**src/rtl/axi_fetch_line.sv**
```systemverilog
// axi_fetch_line: one-line fetch buffer that fills itself from the boot ROM with aligned AXI INCR bursts.
module axi_fetch_line #(
  parameter int LINE_WORDS = 4,
  parameter int LB = $clog2(LINE_WORDS) + 2
) (
  input  logic        clk,
  input  logic        rst,
  input  logic        cpu_req,
  input  logic [31:0] cpu_addr,
  output logic        cpu_ack,
  output logic [31:0] cpu_data,
  output logic        cpu_err,
  input  logic        flush,
  output logic        busy,
  output logic        axi_ARVALID,
  input  logic        axi_ARREADY,
  output logic [31:0] axi_AR,
  output logic [1:0]  axi_ARBURST,
  output logic [7:0]  axi_ARLEN,
  input  logic [31:0] axi_R,
  input  logic        axi_RVALID,
  output logic        axi_RREADY,
  input  logic        axi_RLAST
);
  localparam int IW = LB - 2;
  localparam int CW = IW + 1;
  localparam logic [CW-1:0] FULL = CW'(LINE_WORDS);
  typedef enum logic [1:0] {IDLE, AR, RD, RESP} state_t;
  state_t state_q, state_d;
  logic [31:0] line_q [LINE_WORDS];
  logic [31:LB] tag_q, tag_d;
  logic [31:2] req_q, req_d;
  logic [CW-1:0] cnt_q, cnt_d, cnt_inc;
  logic valid_q, valid_d, flushed_q, flushed_d;
  logic ack_q, ack_d, err_q, err_d, arvalid_q, arvalid_d, rready_q, rready_d;
  logic [31:0] data_q, data_d, ar_q, ar_d;
  logic [IW-1:0] idx, cpu_idx;
  logic beat, we, unused_addr;
  assign unused_addr = ^cpu_addr[1:0];
  assign idx = req_q[LB-1:2];
  assign cpu_idx = cpu_addr[LB-1:2];
  assign beat = axi_RVALID & rready_q;
  assign cnt_inc = cnt_q == FULL ? FULL : cnt_q + 1'b1;
  always_comb begin
    state_d = state_q;
    tag_d = tag_q;
    req_d = req_q;
    cnt_d = cnt_q;
    valid_d = valid_q & ~flush;
    flushed_d = flushed_q | flush;
    ack_d = 1'b0;
    err_d = 1'b0;
    data_d = data_q;
    arvalid_d = arvalid_q;
    ar_d = ar_q;
    rready_d = rready_q;
    we = 1'b0;
    case (state_q)
      IDLE: if (cpu_req && !ack_q) begin
        if (valid_q && !flush && cpu_addr[31:LB] == tag_q) begin
          ack_d = 1'b1;
          data_d = line_q[cpu_idx];
        end else begin
          req_d = cpu_addr[31:2];
          ar_d = {cpu_addr[31:LB], {LB{1'b0}}};
          arvalid_d = 1'b1;
          cnt_d = '0;
          flushed_d = 1'b0;
          state_d = AR;
        end
      end
      AR: if (axi_ARREADY) begin
        arvalid_d = 1'b0;
        rready_d = 1'b1;
        state_d = RD;
      end
      RD: if (beat) begin
        we = cnt_q < FULL;
        cnt_d = cnt_inc;
        if (axi_RLAST) begin
          rready_d = 1'b0;
          tag_d = req_q[31:LB];
          valid_d = cnt_inc == FULL && !flushed_q && !flush;
          ack_d = 1'b1;
          err_d = cnt_inc != FULL;
          // the requested word may be arriving on this very beat
          data_d = cnt_inc != FULL ? '0 :
                   (cnt_q < FULL && cnt_q[IW-1:0] == idx) ? axi_R : line_q[idx];
          state_d = RESP;
        end
      end
      default: state_d = IDLE;
    endcase
  end
  always_ff @(posedge clk) begin
    if (rst) begin
      state_q <= IDLE;
      req_q <= '0;
      cnt_q <= '0;
      valid_q <= 1'b0;
      flushed_q <= 1'b0;
      ack_q <= 1'b0;
      err_q <= 1'b0;
      data_q <= '0;
      arvalid_q <= 1'b0;
      ar_q <= '0;
      rready_q <= 1'b0;
    end else begin
      state_q <= state_d;
      req_q <= req_d;
      cnt_q <= cnt_d;
      valid_q <= valid_d;
      flushed_q <= flushed_d;
      ack_q <= ack_d;
      err_q <= err_d;
      data_q <= data_d;
      arvalid_q <= arvalid_d;
      ar_q <= ar_d;
      rready_q <= rready_d;
    end
  end
  always_ff @(posedge clk) begin
    tag_q <= tag_d;
    if (we) line_q[cnt_q[IW-1:0]] <= axi_R;
  end
  assign cpu_ack = ack_q;
  assign cpu_data = data_q;
  assign cpu_err = err_q;
  assign busy = state_q != IDLE;
  assign axi_ARVALID = arvalid_q;
  assign axi_AR = ar_q;
  assign axi_RREADY = rready_q;
  assign axi_ARBURST = 2'b01;
  assign axi_ARLEN = 8'(LINE_WORDS - 1);
endmodule

```
**config.mk**
```make
export PLATFORM = sky130hd
export DESIGN_NAME = axi_fetch_line
export DESIGN_NICKNAME = d
export VERILOG_FILES = /design/src/rtl/axi_fetch_line.sv
export SDC_FILE = /design/constraint.sdc
export NUM_CORES = 1
export LEC_CHECK = 0
export BUFFER_PORTS_ARGS = -buffer_cell sky130_fd_sc_hd__buf_2
export CORE_MARGIN = 2
export CORE_UTILIZATION = 31
export DETAILED_ROUTE_END_ITERATION = 10
export PLACE_DENSITY = 0.59
export SYNTH_ARGS = -nofsm -noshare
export SYNTH_HDL_FRONTEND = slang
export SYNTH_SLANG_ARGS = --single-unit
```
**constraint.sdc**
```tcl
create_clock -name clk -period 3.3 [get_ports clk]
set_input_delay 0.165 -clock clk [delete_from_list [all_inputs] [get_ports clk]]
set_output_delay 0.165 -clock clk [all_outputs]
set_load 0.02 [all_outputs]
```
After elaboration in Yosys (flattened, before gate mapping)
Memory sizes are Yosys's and may differ from the RTL's. A register that Yosys moved wholly into a read port is not among the register bits.
Cells that the tools add are included.
{ "totals": {"register_bits": 129, "ram_bits": 128, "inputBits": 71, "word_cells": 101, "n_memories": 1} }
{ "classes": {"n_addsub": 1, "magnitude_cmp": 1, "n_eq_ne": 13, "mux": 43, "bitwise_logic": 8, "reduce_logical": 22} }
{ "memory_table": {"columns": ["memory", "words", "width", "read_ports", "rd_clocked_by_memory_dff", "write_ports", "line", "text"], "rows": [
  ["line_q", 4, 32, 2, 1, 1, "30", "logic [31:0] line_q [LINE_WORDS];"]
]} }
{ "op_table": {"columns": ["operator", "count"], "rows": [
  ["2-to-1 mux 32 bit", 6],
  ["case mux 32 bit (2 select lines)", 1],
  ["equality test 28 bit", 1],
  ["2-to-1 mux 1 bit", 20],
  ["2-to-1 mux 2 bit", 7],
  ["2-to-1 mux 3 bit", 4],
  ["inequality test 2 bit, second input constant", 6],
  ["AND reduction 4 bit", 3],
  ["AND reduction 5 bit", 2],
  ["nonzero test 2 bit", 4],
  ["equality test 3 bit, second input constant", 2],
  ["logical AND 1 bit", 6],
  ["case mux 1 bit (2 select lines)", 3],
  ["case mux 2 bit (3 select lines)", 1],
  ["case mux 3 bit (2 select lines)", 1],
  ["AND reduction 3 bit", 2],
  ["NOT 1 bit", 5],
  ["OR reduction 4 bit", 1],
  ["adder 3 x 1 -> 3 bit, second input constant", 1],
  ["logical NOT 1 bit", 3],
  ["< comparator 3 bit, second input constant", 1],
  ["inequality test 3 bit, second input constant", 1],
  ["bitwise AND 1 bit", 2],
  ["equality test 2 x 1 -> 1 bit, second input constant", 1],
  ["4 further kinds", 4]
]} }

Longest topological paths before layout
Gate-level depths: netlist of the first run.
{ "depth": {"depth_word": 8, "depth_mapped": 10} }

Worst setup path after synthesis of the first run
OpenSTA, ideal clock, no wires.
{ "synth_path": {"kind": "register -> register", "from": "reg state_q[0]", "to": "mem line_q[0][0], enable pin", "arrival_time_ns": 1.846, "slack_ns": 1.062, "path_stages_with_launch": 8, "path_buffers": 2, "period_less_slack_ns": 2.238, "path_cell_list": "dfxtp_1 > inv_1 > ha_1 > buf_6 > buf_6 > nand3_1 > nor2_1 > and2_1"} }
{ "synth_via": {"elab_chain_cells": 4} }
{ "synth_lines": {"columns": ["item", "line", "text"], "rows": [
  ["start: declaration", "29", "state_t state_q, state_d;"],
  ["start signal: assignment", "109", "state_q <= state_d;"],
  ["equality test 2 bit", "58", "case (state_q)"],
  ["2-to-1 mux 1 bit", "58", null],
  ["2-to-1 mux 1 bit", "124", "if (we) line_q[cnt_q[IW-1:0]] <= axi_R;"],
  ["2-to-1 mux 1 bit (not written as such)", "124", null],
  ["end: declaration", "30", null]
]} }
Every way passes these cells.

Worst setup path after layout of the first run
{ "layout_path": {"from": "reg tag_q[26] (netlist bit)", "to": "reg data_q[2], in the netlist cpu_data[2]"} }
{ "layout_via": {"elab_chain_cells": 4} }
{ "layout_lines": {"columns": ["item", "line", "text"], "rows": [
  ["start: declaration", "31", "logic [31:LB] tag_q, tag_d;"],
  ["start signal: assignment", "123", "tag_q <= tag_d;"],
  ["equality test 28 bit", "60", "if (valid_q && !flush && cpu_addr[31:LB] == tag_q) begin"],
  ["logical AND 1 bit", "60", null],
  ["inequality test 2 bit (no line)", null, null],
  ["AND reduction 5 bit (no line)", null, null],
  ["end signal: assignment", "116", "data_q <= data_d;"],
  ["end: declaration", "36", "logic [31:0] data_q, data_d, ar_q, ar_d;"]
]} }
Every way passes these cells.
A chain may end at the register's enable or synchronous reset.

==> run summary, run 1 <==
The sequential share of power is 38.8%. After synthesis the netlist holds a flip-flop and latch count of 231. Internal power comes to 6290 uW. The overall power consumption came out at 9330 uW. The flow ran to the end, and the final reports show no timing, DRC or antenna violations. The number of vias in the routed layout came out at 6653.

The overall overflow remaining after global route came out at 0. The ratio of final minimum period to clock period came out at 90.8%. TritonCTS built the clock tree. The switching part of the total power is 32.5%.

The maximum root-to-sink buffer count is 3. The sequential standard cell area came out at 6190 sq um. The end point of the most critical hold path is cpu_ack$_SDFF_PP0_. The total negative slack for setup checks came out at 0 ps.

The placeable core region is 33700 sq um. The maximum number of pins on one net before global-route repair came out at 48. The number of library cell types mapped by synthesis came out at 45. The max-slew violation count came out at 0. The measured slew at the worst slew-check pin is 1070 ps. The worst register-to-register path has a setup slack of 300 ps. Clock-pin slew was measured on the worst setup and hold paths at 60 ps.

The total detailed-routing wirelength came out at 25000 um. The count of flip-flops with a built-in enable after synthesis is 156. The detailed-route vias per instance is 4.73.

The fraction of final layout cells with drive strength greater than 1 came out at 32.5%. The number of iterations in the first detailed-routing pass came out at 4. The kind of end point of the critical path is a flip-flop. The horizontal die dimension came out at 189 um.

Global routing used 13.8% of the available tracks. The via count of the first global-routing pass is 6938. The sum of net half-perimeters after detailed placement is 15900 um. Data arrives at the worst endpoint at 3470 ps. The part of the total power dissipated in the clock network is 31.8%. The power per cell area came out at 709 nW/um^2. The detail route stage leaves a number of antenna-violating nets equal to 0. The net total in the final layout came out at 1014. The post-synthesis cell count came out at 770. The number of antenna violations at the first check in global routing came to 1. The starting density of the core is 31.6%. In this run the static leakage power is 0.00495 uW.

After synthesis, the share of flip-flops with an asynchronous set or reset is 0%. At the worst endpoint, the required time is 3770 ps. The total number of yosys warnings is 0. By area the synthesized netlist is led by sky130_fd_sc_hd__edfxtp_1 44%, sky130_fd_sc_hd__dfxtp_1 14%, sky130_fd_sc_hd__mux4_2 14%. The first-iteration detailed-routing DRC count is 411. The root buffer cell is sky130_fd_sc_hd__clkbuf_16. The utilization of the core after routing is 39.0%. The tightest min-delay check is of the in2reg type. The category of the most critical setup path is reg2reg. Subtracting the final worst setup slack from the clock period gives 3000 ps. The total number of clock tree sinks is 231. The final count of negative-setup-slack endpoints came out at 0. Summed over all nets, the switching power comes to 3030 uW. The finished layout holds 1406 standard cells, fillers aside. The worst hold slack after final layout is 103 ps.

Counting instances, the worst hold path has a depth of 4. The sequential fraction of the synthesis area is 58.1%. Buffers placed on the I/O ports in this run total 133.

The headroom to the max-slew limit is 28.8%. The final routed DRC violation total came out at 0. The area occupied by multi-input gates is 3850 sq um. The maximum fanout encountered on the critical timing path came out at 33. The number of clock buffers inserted by TritonCTS came out at 28. The top cell type by area accounts for 44.0% of the synthesized area. The worst clock skew came out at 14.3 ps. The critical path startpoint category is a flip-flop. Summing every instance area after synthesis gives 10700 sq um.

The final-report hold violation count is 0. In this run the critical register-to-register path is captured at cpu_data[2]$_SDFFE_PP0P_. The last weighted congestion value of the routability-driven placer came out at 0.742. Among all flip-flop cells after synthesis, the most frequent one is sky130_fd_sc_hd__edfxtp_1. The wire length of the first global-routing pass is 38800 um. The hold path startpoint is cpu_req.

Compared with the post-synthesis result, the final layout area differs by 23.5%. Traced cell by cell, the critical path runs through xnor2_1 -> nand4_1 -> nor4_1 -> a21oi_4 -> nor2b_2 -> buf_4 -> o221a_2. The top achievable clock speed is 0.334 GHz.

The reported max-cap violation count is 0. The height of the die is 189 um. For this design the top-level I/O count stands at 150.

The startpoint of the lowest-slack register-to-register path is tag_q[26]$_DFFE_PP_. The average footprint of a synthesized cell is 13.8 sq um. Measured in cells, the most critical reg-to-reg path has a length of 7. The relative contribution of combinational cells to total power is 29.4%. The number of setup buffers added after CTS is 0. The fill cell instance count of the final layout is 3204. The floorplan die area came out at 35900 sq um. The maximum ir drop on the vdd rail came out at 0.433 mV. The cell type of the slowest stage on the worst timing path is sky130_fd_sc_hd__nor4_1. The cell count after placement came out at 1291. Summed over all instances, the cell type with the most area after synthesis is sky130_fd_sc_hd__edfxtp_1. The clock network latency to the later pin of the worst-skew pair came out at 540 ps.

The number of rows created at floorplan came out at 67. The post-detailed-route wirelength per cell is 17.8 um. The number of H-tree branching levels came out at 1. Setup repair after global routing left no endpoint under its margin. For this run, the slowest stage of the critical path takes 810 ps.
-- metal layers --
layer	track usage, %	up-vias	part of all wire, %
met3	2.09	30	4.2
met5	0	-	0
li1	-	3213	-
met2	25.3	150	51
met4	3.46	0	1.8
met1	17.1	3260	43
-- layout by cell type (no fill, tap or decap), drive strengths merged, types with 4 or more instances in the layout --
master	count
dlygate4sd3	62
edfxtp	156
a21oi	39
conb	14
mux2i	32
nor2	67
mux4	64
nand2	12
o31ai	32
buf	158
dfxtp	75
clkbuf	35
o221a	32
nand3	8
clkinv	13
xnor2	28
o21ai	35
inv	40
ha	8
nand4	9
and2	4
-- worst max-delay path by stage --
stage	cells after the start	slack (ps)	start	to
detailed placement	7	240	tag_q[14]$_DFFE_PP_	cpu_data[2]$_SDFFE_PP0P_
floorplan	7	1060	state_q[0]$_SDFFE_PP0P_	line_q[0][0]$_DFFE_PP_
finish	7	300	tag_q[26]$_DFFE_PP_	cpu_data[2]$_SDFFE_PP0P_
global route	7	80	tag_q[28]$_DFFE_PP_	cpu_data[28]$_SDFFE_PP0P_
global placement	7	240	tag_q[14]$_DFFE_PP_	cpu_data[9]$_SDFFE_PP0P_
CTS	7	220	tag_q[14]$_DFFE_PP_	cpu_data[2]$_SDFFE_PP0P_
-- synthesized netlist by cell type (all sizes together) (9+ instances only) --
master,n
mux2i,32
o21ai,35
nor2,67
nand2,12
a21oi,39
o31ai,32
edfxtp,156
nand4,9
clkbuf,38
inv,39
buf,57
mux4,64
dfxtp,75
o221a,32
xnor2,28
-- state kept, by name, summed over array words and instances (netlist names), 2 cells and up, named ones only --
signal,flops
state_q,2
req_q,30
cnt_q,3
tag_q,28
line_q,128
cpu_data,32
-- through the flow --
step | setup slack [ps] | cell area (sq um)
6_report | 303 | 13200
5_1_grt | 79.8 | 13200
4_1_cts | 221 | 13200
3_5_place_dp | 238 | 11600
3_3_place_gp | 241 | 11600
2_1_floorplan | 1060 | 10700
-- timing repair --
action	in CTS	in global routing
resized for setup	0	0
hold buffers	62	0
endpoints found under the hold margin	159	0
-- worst max-delay path: cells and delay by family (launching register included) --
kind                   cells  cell delay (ps)
buffers and inverters      1              390
AND/OR/NAND/NOR            3             1160
AO/OA/AOI/OAI              2              690
flip-flops                 1              380
XOR/XNOR                   1              280
-- kinds of logic (layout without fill, tap and decap cells) --
logic type | after synthesis | after routing | share of synthesized area (%)
flops | 231 | 231 | 58.1
compound gates | 146 | 146 | 9.80
buf+inv | 136 | 311 | 6.67
simple gates | 120 | 120 | 5.36
mux | 96 | 96 | 16.5
xor+xnor | 31 | 31 | 2.55
fa+ha+maj | 8 | 8 | 0.940
other cells | 2 | 15 | 0.0705
-- cell type report --
class / instances / share of cell area [%]
tap: 448 / 4.26
sequential: 231 / 47.0
antenna: 1 / 0.0190
clock buffer: 35 / 5.60
multi-input combinational: 415 / 29.2
clock inverter: 17 / 1.26
inverter: 39 / 1.11
timing repair buffer: 220 / 11.5
-- power groups by stage --
stage                     combinational [uW]  clock, uW  sequential (uW)
after floorplan                         1730          0             3840
after global placement                  2700          0             3670
after detailed placement                2720          0             3680
after CTS                               2790       3050             3620
after global routing                    2960       3150             3660
final                                   2740       2970             3620
(Power assumes the default switching activity.)
==> run 2, diff against run 1 <==
clock period = 3.2 ns   (was 3.3 ns; I/O delays follow)
==> run 2 against run 1 <==
  * Die area stayed put
  * Final area is 0.54% higher
  * Register-to-register slack better by 270 ps
  * Critical path depth is 1 higher
  * Sequential power is 2% higher
  * Sequential share of layout area is 0.25 points lower
  * Largest cell class unchanged
  * Largest power group unchanged
==> run summary, run 2 (synthesis results as in run 1) <==
The run finished with clean final reports. The starting density of the core is 31.6% (unchanged). The flip-flop count of the largest register, all copies and words added came out at 128 (unchanged).

The last weighted congestion value of the routability-driven placer came to 0.746 (+0.54%). The reported max-cap violation count is 0 (unchanged). The library cell used most frequently in the layout, excluding fill and tap cells, is sky130_fd_sc_hd__edfxtp_1. The worst setup path is launched from a flip-flop. The final routed DRC violation total was 0 (unchanged). The headroom to the max-slew limit came out at 28.8% (-0.031 points). The final design area excluding fillers is 13200 sq um (+0.54%). The detailed-route vias per instance came out at 4.78 (+1.1%). The power per cell area is 736 nW/um^2 (+3.9%). The number of nets with antenna violations after detailed routing is 0 (unchanged).

The placed cell area came out at 11700 sq um (+0.37%). Counting stages on the worst path, the most repeated cell is sky130_fd_sc_hd__buf_4. The number of rows created at floorplan came out at 67 (unchanged).

The final count of negative-setup-slack endpoints is 0 (unchanged). The fraction of final layout cells with drive strength greater than 1 came to 33.4% (+0.87 points). The wire length of the first global-routing pass is 40100 um (+3.2%). The fill cell instance count of the final layout came out at 3201 (-0.094%). The maximum ir drop on the vdd rail is 0.403 mV (-7.1%). The sequential share of power came out at 38.1% (-0.7 points).

The worst clock skew came to 27.0 ps (+12.8 ps). The buffering stage count on the worst path with inverters included came out at 2 (+1). The maximum number of pins on one net before global-route repair is 41 (-15%). The number of H-tree branching levels is 1 (unchanged). The kind of end point of the critical path is a flip-flop. The floorplan die area came out at 35900 sq um (unchanged).

The global routing usage summed across all routing layers is 14.3% (+0.50 points). The gate family responsible for the most delay along the worst path is compound AO/OA/AOI/OAI gates. The via count of the first global-routing pass came out at 7098 (+2.3%). The measured slew at the worst slew-check pin came out at 1070 ps (+0.468 ps). The clock transition time at the flip-flop clock pins of the worst setup and hold paths was 60 ps (about the same). The max-slew violation count came out at 0 (unchanged). The net total in the final layout is 1017 (+0.30%). The number of vias in the routed layout is 6730 (+1.2%). The static leakage was 0.00499 uW (+0.88%).

The data arrival time at the worst-slack endpoint was 3050 ps (-420 ps). The horizontal die dimension is 189 um (unchanged). The top achievable clock speed is 0.381 GHz (+14%). The total negative slack for setup checks is 0 ps (unchanged). The switching part of the total power came out at 32.4% (-0.16 points). The overall overflow remaining after global route is 0 (unchanged). Walking the worst path, the cells encountered are xnor2_1 -> nand4_1 -> nor4_1 -> buf_4 -> a21oi_4 -> nor2b_2 -> buf_4 -> o221a_2. For this design, the slowest cell found on the critical path is sky130_fd_sc_hd__a21oi_4. The number of iterations in the first detailed-routing pass was 5 (+1). The first-iteration detailed-routing DRC count was 307 (-25%).

The delay of the slowest cell on the worst path is 800 ps (about the same). The type of the most critical hold path is in2reg. The clock network latency to the later pin of the worst-skew pair came out at 560 ps (+20 ps). The net switching power of the design came out at 3150 uW (+3.9%). In the layout the commonest cells are 156 x sky130_fd_sc_hd__edfxtp_1, 133 x sky130_fd_sc_hd__buf_2, 73 x sky130_fd_sc_hd__dfxtp_1, 67 x sky130_fd_sc_hd__nor2_1, 64 x sky130_fd_sc_hd__mux4_2. The sum of net half-perimeters after detailed placement is 16400 um (+2.9%). The final-report hold violation count is 0 (unchanged). The post-detailed-route wirelength per cell came out at 18.1 um (+1.7%). Setup repair after global routing left no endpoint under its margin. The part of the total power dissipated in the clock network is 32.6% (+0.8 points). The total detailed-routing wirelength was 25500 um (+1.8%). The number of ports placed on the die boundary was 150 (unchanged).

The count of input and output buffers is 133 (unchanged). The number of clock buffers inserted by TritonCTS is 27 (-3.6%). The placeable core region came out at 33700 sq um (unchanged).

The required time at the worst-slack endpoint came out at 3630 ps (-140 ps). The ratio of final minimum period to clock period is 82.0% (-8.9 points). The root buffer cell is sky130_fd_sc_hd__clkbuf_16. The relative contribution of combinational cells to total power came out at 29.3% (about the same). The maximum fanout encountered on the critical timing path came out at 33 (unchanged). The overall power consumption came to 9740 uW (+4.4%). The internal power came out at 6590 uW (+4.7%). Compared with the post-synthesis result, the final layout area differs by 24.2%. The maximum root-to-sink buffer count came out at 3 (unchanged). The height of the die came out at 189 um (unchanged). The clock tree from TritonCTS is yes. The diode insertion count for antenna repair came out at 0 (-1). The worst setup path is of the reg2reg kind. The minimum period implied by the final worst setup slack came out at 2620 ps (-374 ps).

The total number of clock tree sinks came out at 231 (unchanged). The number of antenna violations at the first check in global routing came to 0 (-1).
## run 2: cell count changes in the layout (fill, tap and decap cells not counted)
cell,delta
sky130_fd_sc_hd__clkbuf_16,-1
sky130_fd_sc_hd__buf_12,+1
sky130_fd_sc_hd__clkinv_8,-1
sky130_fd_sc_hd__inv_16,+1
sky130_fd_sc_hd__diode_2,-1
sky130_fd_sc_hd__inv_6,-1
sky130_fd_sc_hd__clkbuf_8,+6
sky130_fd_sc_hd__clkinv_2,+1
sky130_fd_sc_hd__buf_4,+3
sky130_fd_sc_hd__clkinv_1,-7
## run 2: final timing paths
check	startpoint	to	slack, ps	cells past startpoint
worst max-delay path	tag_q[28]$_DFFE_PP_	cpu_data[22]$_SDFFE_PP0P_	580	8
worst min-delay path	cpu_req	cpu_ack$_SDFF_PP0_	90	4
worst max register to register	tag_q[28]$_DFFE_PP_	cpu_data[22]$_SDFFE_PP0P_	580	8
worst min register to register	req_q[16]$_SDFFE_PP0P_	tag_q[16]$_DFFE_PP_	450	0
## run 2: per-stage QoR
stage	instances	util, %	worst slack (ps)	hold WS [ps]
6_report	1407	39.3	577	91.8
5_1_grt	1407	39.3	332	105
4_1_cts	1407	39.3	479	68.1
2_1_floorplan	782	-	962	239
3_5_place_dp	1295	34.6	490	379
3_3_place_gp	1295	34.6	515	357
## run 2: metal layers
layer / vias to the layer above / routed length, um / track usage (%)
met5: - / 0 / 0
met4: 0 / 357 / 3.34
met3: 25 / 1140 / 2.39
met2: 138 / 13000 / 25.8
met1: 3350 / 11000 / 18.0
li1: 3217 / - / -
## run 2: worst reg2reg max path: stages, from the launching register on
cell	delay, ps
sky130_fd_sc_hd__edfxtp_1	380
sky130_fd_sc_hd__xnor2_1	140
sky130_fd_sc_hd__nand4_1	220
sky130_fd_sc_hd__nor4_1	100
sky130_fd_sc_hd__buf_4	160
sky130_fd_sc_hd__a21oi_4	800
sky130_fd_sc_hd__nor2b_2	80
sky130_fd_sc_hd__buf_4	280
sky130_fd_sc_hd__o221a_2	340
## run 2: cell type report
cell class	count	area [sq um]	share of cell area, %
clock buffers	40	795	6.01
clock inverters	10	139	1.05
multi-input cells	415	3850	29.1
well taps	448	561	4.24
flip-flops and latches	231	6190	46.8
repair buffers	224	1550	11.7
inverters	39	146	1.11
## run 2: timing repair
| item | 4_1_cts | 5_1_grt |
|---|---|---|
| gates resized for setup | 0 | 0 |
| hold buffers | 62 | 0 |
| endpoints found under the hold margin | 159 | 0 |
| setup buffers | 0 | 0 |
## run 2: power by group through the flow
stage                     sequential (uW)  clock (uW)  combinational [uW]
after floorplan                      3960           0                1780
after global placement               3770           0                2820
after detailed placement             3780           0                2840
after CTS                            3720        3250                2910
after global routing                 3760        3370                3110
final                                3710        3170                2850
==> run 3, diff against run 2 <==
clock period = 2.44 ns   (was 3.2 ns; I/O delays follow)
==> run 3 against run 2 <==
  * Power up 30%
  * Final area increased by 0.54%
  * Combinational power increased by 36%
  * Critical path depth decreased by 2
  * Maximum frequency is 16% higher
  * Register-to-register slack got worse by 390 ps
  * Clock power is 26% higher
  * Clock skew shrank 15 ps
  * Sequential share of layout area down 0.25 points
  * Count of clock-buffer cells in the layout is 4 lower
  * Sequential cell count unchanged
  * Core utilization rose by 0.21 points
==> run summary, run 3 (synthesis results as in run 1) <==
The power per cell area is 954 nW/um^2 (+30%). Leaving out fill and tap cells, the most frequent cells in the layout are 156 x sky130_fd_sc_hd__edfxtp_1, 133 x sky130_fd_sc_hd__buf_2, 73 x sky130_fd_sc_hd__dfxtp_1, 67 x sky130_fd_sc_hd__nor2_1. The relative contribution of combinational cells to total power is 30.5% (+1.2 points). The number of nets with antenna violations after detailed routing came out at 0 (unchanged). The detailed-route vias per instance is 4.79 (+0.11%). The post-detailed-route wirelength per cell came out at 17.8 um (-1.5%). The worst clock skew is 12.5 ps (-14.6 ps). The number of vias in the routed layout came out at 6785 (+0.82%). The net total in the final layout is 1024 (+0.69%). The final routed DRC violation total came to 0 (unchanged).

The total negative slack for setup checks came out at 0 ps (unchanged). The part of the total power dissipated in the clock network is 31.4% (-1.2 points). The last weighted congestion value of the routability-driven placer is 0.717 (-3.8%). The buffering stage count on the worst path with inverters included came to 0 (-2). The delay of the slowest cell on the worst path came out at 520 ps (-280 ps). The area growth from synthesis to final layout came out at 24.9%. The net switching power of the design came to 4120 uW (+31%).

The clock network latency to the later pin of the worst-skew pair is 530 ps (-30 ps). The count of input and output buffers came to 133 (unchanged). The worst setup path is captured at a flip-flop.

The worst hold slack after final layout came out at 69.9 ps (-21.9 ps). The sequential share of power was 38.1% (about the same). The flip-flop count of the largest register, all copies and words added came out at 128 (unchanged). The max-slew violation count is 0 (unchanged). The first-iteration detailed-routing DRC count is 386 (+26%). The total number of clock tree sinks was 231 (unchanged).

The placeable core region came out at 33700 sq um (unchanged). The critical path in this run is classified as reg2reg. The number of rows created at floorplan is 67 (unchanged). The minimum period implied by the final worst setup slack came to 2250 ps (-368 ps). The required time at the worst-slack endpoint came out at 2840 ps (-790 ps). The total detailed-routing wirelength came out at 25300 um (-0.78%). The root buffer cell is sky130_fd_sc_hd__clkbuf_16.

The floorplan die area is 35900 sq um (unchanged). The maximum fanout encountered on the critical timing path came out at 3 (-91%). The number of iterations in the first detailed-routing pass came out at 4 (-1).

The data arrival time at the worst-slack endpoint came out at 2650 ps (-400 ps). The wire length of the first global-routing pass came out at 39300 um (-1.9%). Among cell families on the critical path, the largest total delay comes from simple AND/OR/NAND/NOR gates. The maximum root-to-sink buffer count is 3 (unchanged).

The internal power came out at 8570 uW (+30%). The overall overflow remaining after global route is 0 (unchanged). The number of H-tree branching levels came out at 1 (unchanged).

The sum of net half-perimeters after detailed placement was 16100 um (-1.9%). The maximum number of pins on one net before global-route repair was 65 (+59%). The type of the most critical hold path is in2reg. The final-report hold violation count was 0 (unchanged). The fill cell instance count of the final layout is 3162 (-1.2%). The top achievable clock speed is 0.444 GHz (+16%). The height of the die is 189 um (unchanged). TritonCTS built the clock tree. The starting density of the core came out at 31.6% (unchanged). The reported max-cap violation count came to 0 (unchanged). Setup repair after global routing left no endpoint under its margin.

The clock transition time at the flip-flop clock pins of the worst setup and hold paths is 60 ps (about the same). The static leakage came to 0.00502 uW (+0.52%). The global routing usage summed across all routing layers is 14.1% (-0.28 points). The final count of negative-setup-slack endpoints is 0 (unchanged). The number of clock buffers inserted by TritonCTS came to 27 (unchanged). The number of ports placed on the die boundary came out at 150 (unchanged).

The critical path startpoint category is a flip-flop. The via count of the first global-routing pass is 6976 (-1.7%). The horizontal die dimension is 189 um (unchanged). The run finished with clean final reports.

The maximum ir drop on the vdd rail came out at 0.564 mV (+40%). The measured slew at the worst slew-check pin came out at 571 ps (-495 ps). The switching part of the total power is 32.5% (+0.12 points). The headroom to the max-slew limit is 61.9% (+33 points). The fraction of final layout cells with drive strength greater than 1 was 33.5% (+0.17 points). The library cell used most frequently in the layout, excluding fill and tap cells, is sky130_fd_sc_hd__edfxtp_1. The number of antenna violations at the first check in global routing came out at 3 (+3). Walking the worst path, the cells encountered are xnor2_1 -> nand4_1 -> or4_4 -> nor4_4 -> a2bb2oi_1 -> o32ai_1.

The ratio of final minimum period to clock period came to 92.4% (+10 points). The slowest stage of the critical path is the sky130_fd_sc_hd__or4_4 cell.
-- run 3: cell types whose count changed in the layout (fill, tap and decap cells not counted) --
cell                            previous run  this run
sky130_fd_sc_hd__buf_12                    4         8
sky130_fd_sc_hd__buf_4                    25        26
sky130_fd_sc_hd__clkbuf_1                  6         7
sky130_fd_sc_hd__clkbuf_8                  7         2
sky130_fd_sc_hd__clkinv_1                  1         2
sky130_fd_sc_hd__clkinv_2                  5         6
sky130_fd_sc_hd__clkinv_4                  0         1
sky130_fd_sc_hd__diode_2                   0         3
sky130_fd_sc_hd__dlygate4sd3_1            62        64
sky130_fd_sc_hd__inv_16                    1         0
sky130_fd_sc_hd__inv_6                     0         2
sky130_fd_sc_hd__nor4_1                    2         1
sky130_fd_sc_hd__nor4_2                    0         1
-- run 3: per-stage QoR --
step | total power (uW) | cells | utilization [%] | cell area (sq um) | setup WS, ps
global route | 13300 | 1417 | 39.5 | 13300 | 35.5
global placement | 8720 | 1300 | 34.9 | 11800 | 164
CTS | 12900 | 1414 | 39.4 | 13300 | 165
detailed placement | 8760 | 1300 | 34.9 | 11800 | 167
floorplan | 7540 | 782 | - | 10700 | 202
finish | 12700 | 1417 | 39.5 | 13300 | 186
-- run 3: power groups by stage --
stage / Sequential (uW) / Clock (uW) / Combinational, uW
6_report: 4830 / 3990 / 3870
5_1_grt: 4880 / 4240 / 4210
4_1_cts: 4840 / 4110 / 3920
3_5_place_dp: 4920 / 0 / 3840
3_3_place_gp: 4910 / 0 / 3810
2_1_floorplan: 5200 / 0 / 2340
-- run 3: repair_timing --
item	in CTS	in global routing
hold buffers	64	0
resized for setup	0	1
setup endpoints to repair	0	5
buffers inserted	0	0
endpoints found under the hold margin	162	0
-- run 3: worst paths after layout --
| kind | depth (start not counted) | end | slack [ps] | start |
|---|---|---|---|---|
| hold / removal | 4 | cpu_ack$_SDFF_PP0_ | 70 | cpu_req |
| setup / recovery | 6 | cnt_q[2]$_SDFFE_PP0P_ | 190 | tag_q[20]$_DFFE_PP_ |
| setup reg to reg | 6 | cnt_q[2]$_SDFFE_PP0P_ | 190 | tag_q[20]$_DFFE_PP_ |
| hold reg to reg | 0 | tag_q[13]$_DFFE_PP_ | 450 | req_q[13]$_SDFFE_PP0P_ |
-- run 3: cell type report --
class	count	area, sq um	share of cell area [%]
flip-flops and latches	231	6190	46.5
multi-input cells	415	3850	29.0
repair buffers	231	1660	12.5
clock buffers	36	729	5.48
well taps	448	561	4.21
clock inverters	14	154	1.16
inverters	39	146	1.10
diodes	3	7.51	0.0564
-- run 3: worst min-delay path, stage by stage --
cell                      delay (ps)
sky130_fd_sc_hd__buf_2            90
sky130_fd_sc_hd__and2b_1         180
sky130_fd_sc_hd__nand3_1          90
sky130_fd_sc_hd__a21oi_1          60
-- run 3: layer usage --
metal  vias to the layer above  GRT usage, %  routed length (um)
met5                         -             0                   0
met2                       179          24.7               12600
met1                      3323          17.9               10900
met3                        44          2.09                1220
li1                       3239             -                   -
met4                         0          4.23                 606
